===== config.mk =====
export PLATFORM = sky130hd
export DESIGN_NAME = pc_stack_unit_flat
export DESIGN_NICKNAME = d
export VERILOG_FILES = /design/src/rtl/pc_stack_unit_if.sv /design/src/rtl/pc_stack_unit.sv /design/src/flat_wrapper.sv
export SDC_FILE = /design/constraint.sdc
export NUM_CORES = 1
export LEC_CHECK = 0
export ABC_AREA = 1
export ABC_CLOCK_PERIOD_IN_PS = 4000
export CAP_MARGIN = 20
export CORE_UTILIZATION = 61
export CTS_BUF_LIST = sky130_fd_sc_hd__clkbuf_8
export DETAILED_ROUTE_END_ITERATION = 8
export GPL_TIMING_DRIVEN = 0
export MAX_ROUTING_LAYER = met4
export PLACE_DENSITY = 0.87
export SETUP_SLACK_MARGIN = 0.5
export SLEW_MARGIN = 20
export SYNTH_ARGS = -nofsm -noshare
export SYNTH_HDL_FRONTEND = slang
export SYNTH_SLANG_ARGS = --single-unit

===== constraint.sdc =====
create_clock -name clk -period 4 [get_ports clk]
set_input_delay 0.8 -clock clk [delete_from_list [all_inputs] [get_ports clk]]
set_output_delay 0.8 -clock clk [all_outputs]
set_load 0.05 [all_outputs]

===== src/rtl/pc_stack_unit_if.sv =====
// Control-unit <-> PC/return-stack signal bundle for pc_stack_unit.
interface pc_stack_unit_if #(
  parameter int PC_WIDTH    = 8,
  parameter int STACK_DEPTH = 8
);
  logic                               pc_en;
  logic                               mux_pc_branch;
  logic                               call;
  logic                               ret;
  logic [PC_WIDTH-1:0]                branch_addr;
  logic [PC_WIDTH-1:0]                pc;
  logic [$clog2(STACK_DEPTH+1)-1:0]   sp_count;
  logic                               stack_full;
  logic                               stack_empty;
  logic                               halted;

  modport master (
    output pc_en, mux_pc_branch, call, ret, branch_addr,
    input  pc, sp_count, stack_full, stack_empty, halted
  );

  modport slave (
    input  pc_en, mux_pc_branch, call, ret, branch_addr,
    output pc, sp_count, stack_full, stack_empty, halted
  );
endinterface


===== src/rtl/pc_stack_unit.sv =====
// Program counter with a circular return-address stack (call/ret/branch/increment).
// STACK_FAULT_TRAP_EN: overflow/underflow halts the unit instead of wrapping/incrementing.
module pc_stack_unit #(
  parameter int PC_WIDTH    = 8,
  parameter int STACK_DEPTH = 8
) (
  input  logic           clk,
  input  logic           rst,
  pc_stack_unit_if.slave bus
);
  localparam int SPW = $clog2(STACK_DEPTH + 1);
  localparam int PW  = $clog2(STACK_DEPTH);
  localparam logic [PC_WIDTH-1:0] PC_ONE  = 1;
  localparam logic [SPW-1:0]      SP_ONE  = 1;
  localparam logic [SPW-1:0]      SP_FULL = SPW'(STACK_DEPTH);
  localparam logic [PW-1:0]       WP_ONE  = 1;
  localparam logic [PW-1:0]       WP_LAST = PW'(STACK_DEPTH - 1);

  logic [PC_WIDTH-1:0] r_pc, w_pc_nxt, w_pc_inc;
  logic [SPW-1:0]      r_sp, w_sp_nxt;
  logic [PW-1:0]       r_wp, w_wp_nxt, w_wp_inc, w_wp_dec;
  logic [PC_WIDTH-1:0] r_stack [STACK_DEPTH];
  logic                w_push, w_full, w_empty, w_run;

  // r_wp is the next write slot; overwriting it when full drops the oldest entry
  assign w_pc_inc = r_pc + PC_ONE;
  assign w_wp_inc = (r_wp == WP_LAST) ? '0 : r_wp + WP_ONE;
  assign w_wp_dec = (r_wp == '0) ? WP_LAST : r_wp - WP_ONE;
  assign w_full   = (r_sp == SP_FULL);
  assign w_empty  = (r_sp == '0);

`ifdef STACK_FAULT_TRAP_EN
  typedef enum logic {ST_RUN, ST_HALT} state_t;
  state_t r_state, w_state_nxt;
  logic   w_fault;

  always_ff @(posedge clk) begin
    if (rst) r_state <= ST_RUN;
    else     r_state <= w_state_nxt;
  end

  always_comb begin
    w_state_nxt = r_state;
    if (w_fault) w_state_nxt = ST_HALT;
  end

  assign w_run      = (r_state == ST_RUN);
  assign bus.halted = (r_state == ST_HALT);
`else
  assign w_run      = 1'b1;
  assign bus.halted = 1'b0;
`endif

  always_comb begin
    w_pc_nxt = r_pc;
    w_sp_nxt = r_sp;
    w_wp_nxt = r_wp;
    w_push   = 1'b0;
`ifdef STACK_FAULT_TRAP_EN
    w_fault  = 1'b0;
`endif
    if (bus.pc_en && w_run) begin
      if (bus.ret) begin
        if (!w_empty) begin
          w_pc_nxt = r_stack[w_wp_dec];
          w_sp_nxt = r_sp - SP_ONE;
          w_wp_nxt = w_wp_dec;
        end else begin
`ifdef STACK_FAULT_TRAP_EN
          w_fault  = 1'b1;
`else
          w_pc_nxt = w_pc_inc;
`endif
        end
      end else if (bus.call) begin
        if (!w_full) begin
          w_push   = 1'b1;
          w_pc_nxt = bus.branch_addr;
          w_sp_nxt = r_sp + SP_ONE;
          w_wp_nxt = w_wp_inc;
        end else begin
`ifdef STACK_FAULT_TRAP_EN
          w_fault  = 1'b1;
`else
          w_push   = 1'b1;
          w_pc_nxt = bus.branch_addr;
          w_wp_nxt = w_wp_inc;
`endif
        end
      end else if (bus.mux_pc_branch) begin
        w_pc_nxt = bus.branch_addr;
      end else begin
        w_pc_nxt = w_pc_inc;
      end
    end
  end

  always_ff @(posedge clk) begin
    if (rst) begin
      r_pc <= '0;
      r_sp <= '0;
      r_wp <= '0;
    end else begin
      r_pc <= w_pc_nxt;
      r_sp <= w_sp_nxt;
      r_wp <= w_wp_nxt;
    end
  end

  always_ff @(posedge clk) begin
    if (w_push && !rst) r_stack[r_wp] <= w_pc_inc;
  end

  assign bus.pc          = r_pc;
  assign bus.sp_count    = r_sp;
  assign bus.stack_full  = w_full;
  assign bus.stack_empty = w_empty;
endmodule

===== src/flat_wrapper.sv =====
// flat-port wrapper written by rule: the top's interface ports become plain ports
module pc_stack_unit_flat 
#(
  parameter int PC_WIDTH    = 8,
  parameter int STACK_DEPTH = 8
)
  (clk, rst, bus_pc_en, bus_mux_pc_branch, bus_call, bus_ret, bus_branch_addr, bus_pc, bus_sp_count, bus_stack_full, bus_stack_empty, bus_halted);
  pc_stack_unit_if #(.PC_WIDTH(PC_WIDTH), .STACK_DEPTH(STACK_DEPTH)) bus_i ();
  input  logic clk;
  input  logic rst;
  input wire logic [$bits(bus_i.pc_en)-1:0] bus_pc_en;
  input wire logic [$bits(bus_i.mux_pc_branch)-1:0] bus_mux_pc_branch;
  input wire logic [$bits(bus_i.call)-1:0] bus_call;
  input wire logic [$bits(bus_i.ret)-1:0] bus_ret;
  input wire logic [$bits(bus_i.branch_addr)-1:0] bus_branch_addr;
  output wire logic [$bits(bus_i.pc)-1:0] bus_pc;
  output wire logic [$bits(bus_i.sp_count)-1:0] bus_sp_count;
  output wire logic [$bits(bus_i.stack_full)-1:0] bus_stack_full;
  output wire logic [$bits(bus_i.stack_empty)-1:0] bus_stack_empty;
  output wire logic [$bits(bus_i.halted)-1:0] bus_halted;
  assign bus_i.pc_en = bus_pc_en;
  assign bus_i.mux_pc_branch = bus_mux_pc_branch;
  assign bus_i.call = bus_call;
  assign bus_i.ret = bus_ret;
  assign bus_i.branch_addr = bus_branch_addr;
  assign bus_pc = bus_i.pc;
  assign bus_sp_count = bus_i.sp_count;
  assign bus_stack_full = bus_i.stack_full;
  assign bus_stack_empty = bus_i.stack_empty;
  assign bus_halted = bus_i.halted;
  pc_stack_unit #(.PC_WIDTH(PC_WIDTH), .STACK_DEPTH(STACK_DEPTH)) u_core (.clk(clk), .rst(rst), .bus(bus_i));
endmodule

==> results.cfg <==
[global_route]
grt_pass1_vias = 2798
grt_pass1_wl_microns = 13390
grt-ovfl-total = 0
grt_max_degree = 14
antenna_found_initial = 0
track_usage_pct = 29.74

[placement]
dpl_worst_slack_ns = 0.7542
port_buffers = 27
gp_congestion = 0.9038
dp_hpwl_microns = 6033

[floorplan]
fp-row-count = 28
fp.dieArea_sq_um = 6549
ioPinCount = 29
die_w_microns = 80.93
coreArea_sq_um = 5956
fp.dieH_microns = 80.93
initial_core_util_pct = 63.80

[logic_synthesis]
syn_area_sq_um = 3800
synth_nets = 438
syn_area_per_cell_sq_um = 9.134
synthCells = 416
synth_cell_type_count = 33
ys_seq_area_share_pct = 58.48
synth_seq_cells = 79
yosys_warnings = 0

[finish]
fin_util_pct = 73.47
final_common_cell = nand2_1
area_growth_syn_to_layout_pct = 15.15
nets = 476
drive_gt1_share_pct = 7.407
n_fill_cell = 442
mostFrequentLayoutCells = 110 x nand2_1, 64 x edfxtp_1, 49 x nor2_1
diodes = 0

[sta]
rsz0062_at_grt = false
finalMaxSlewViolations = 0
worst-slew-pin-transition_ns = 0.8475
final.setup.tns_ns = 0
max_freq_ghz = 0.3400
finClkSkew_ns = 0.006500
setup_viol_count_final = 0
holdWs_ns = 0.5194
setup_ws_ns = 1.059
finalCritPeriodShare_pct = 73.53
period_minus_slack_ns = 2.941
finalHoldViolCount = 0
slew_headroom_pct = 43.29

[worst_setup_path]
r2r_cells = 14
cp_cell_sequence = clkdlybuf4s50_1 -> clkbuf_1 -> nor4_1 -> nand2_1 -> nor2_1
worstPathRequired_ns = 3.98
start_kind = input pin
slowest_delay_ns = 0.68
critPathSlowestCell = nor2_1
crit_arrival_ns = 2.93
criticalPathCategory = input pin to flip-flop
endpoint_kind = flip-flop
crit_fanout = 10

[cts]
clkLatencyLatePin_ns = 0.36
path_clk_slew_ns = 0.07
cts_made_buffers = 9
numClockSinks = 79
root_buffer = clkbuf_8
post_cts_buffers = 0
cts_resized = 0
cts_htree_levels = 3
postCtsHoldBufs = 0
cts_tree = done
clk_path_buf_depth = 2

[power_and_ir_drop]
leakagePower_nw = 1.810
power.density_nw_per_um2 = 476.4
power_mw = 2.085
ir_worst_vdd_mv = 0.3422

[job]
drv_cap = 0

[routing]
drcViolationCount = 0
vias_per_cell = 5.708
wl_per_cell_microns = 16.25
via_count = 3048
firstDrtPassIters = 6
wl_microns = 8679
drtIter0Drc = 206
postRouteAntennaNets = 0

[hold_path]
hold_depth = 2
hp-class = flip-flop to flip-flop

[outcome]
status = finished, final reports clean
final timing paths:
path                                              from                endpoint  slack [ns]
worst min register to register  u_core.bus.sp_count[2]  u_core.bus.sp_count[2]        0.52
worst max register to register          u_core.r_wp[0]        u_core.bus.pc[6]        1.42
worst min-delay path            u_core.bus.sp_count[2]  u_core.bus.sp_count[2]        0.52
worst max-delay path                           bus_ret    u_core.r_stack[5][2]        1.06
power breakdown:
| part | switching, mW | leakage (nW) | internal [mW] |
|---|---|---|---|
| sequential | 0.0237 | 0.705 | 0.926 |
| clock | 0.284 | 0.110 | 0.347 |
| combinational | 0.343 | 0.995 | 0.161 |
| total | 0.651 | 1.81 | 1.43 |
worst max-delay path, delay by kind of cell:
kind	cells	cell delay, ns
AND/OR/NAND/NOR	3	1.30
buffers and inverters	2	0.83
per-stage QoR:
stage,instances,area [sq um]
after global routing,534,4375
after CTS,534,4375
after detailed placement,518,4164
final,534,4375
after global placement,518,4164
after floorplan,416,3800
routing by layer:
layer | vias up | part of all wire [%] | track usage (%)
met5 | - | 0 | -
met1 | 1401 | 40 | 34.78
met2 | 161 | 49 | 48.91
met4 | 0 | 3.3 | 18.39
met3 | 28 | 7.8 | 3.708
li1 | 1458 | - | -
state kept, by name, indices dropped and copies added (netlist names):
signal	count
u_core.r_stack	64
u_core.bus.pc	8
u_core.bus.sp_count	4
u_core.r_wp	3
cell families after synthesis:
kind of cell | after synthesis | share of synthesized area [%]
fa+ha+maj | 8 | 2.832
simple gates | 212 | 23.25
other cells | 1 | 0.09869
mux | 1 | 0.2634
flops | 79 | 58.48
compound gates | 54 | 7.376
buf+inv | 58 | 7.013
xor+xnor | 3 | 0.6916
synth_stat cells:
cell	number	area share, %
nand2_1	110	11
edfxtp_1	64	51
nor2_1	49	4.8
nand3_1	43	5.7
inv_1	40	4.0
o21ai_0	27	3.6
a21oi_1	21	2.8
dfxtp_1	15	7.9
ha_1	7	2.3
buf_4	4	0.79
buf_6	4	1.2
inv_2	4	0.40
buf_2	3	0.40
clkbuf_1	2	0.20
nand3b_1	2	0.40
nor3_1	2	0.26
o211ai_1	2	0.40
xnor2_1	2	0.46
a31oi_1	1	0.16
buf_1	1	0.099
conb_1	1	0.099
fa_1	1	0.53
mux2i_1	1	0.26
nand2_2	1	0.16
nand3_2	1	0.26
nand4_1	1	0.16
nor2_2	1	0.16
nor2_4	1	0.30
nor4_1	1	0.16
o21ai_1	1	0.13
o22ai_1	1	0.16
o31ai_1	1	0.20
xor2_1	1	0.23
cell type report:
type                            count  area [sq um]  area share, %
Inverter                           44         165.2          3.775
Clock inverter                      7         87.58          2.002
Buffer                             14         101.3          2.316
Multi-Input combinational cell    279          1311          29.97
Timing Repair Buffer               27         270.3          6.177
Tap cell                           75         93.84          2.145
Clock buffer                        9         123.9          2.831
Sequential cell                    79          2222          50.79
(Power assumes the default switching activity.)
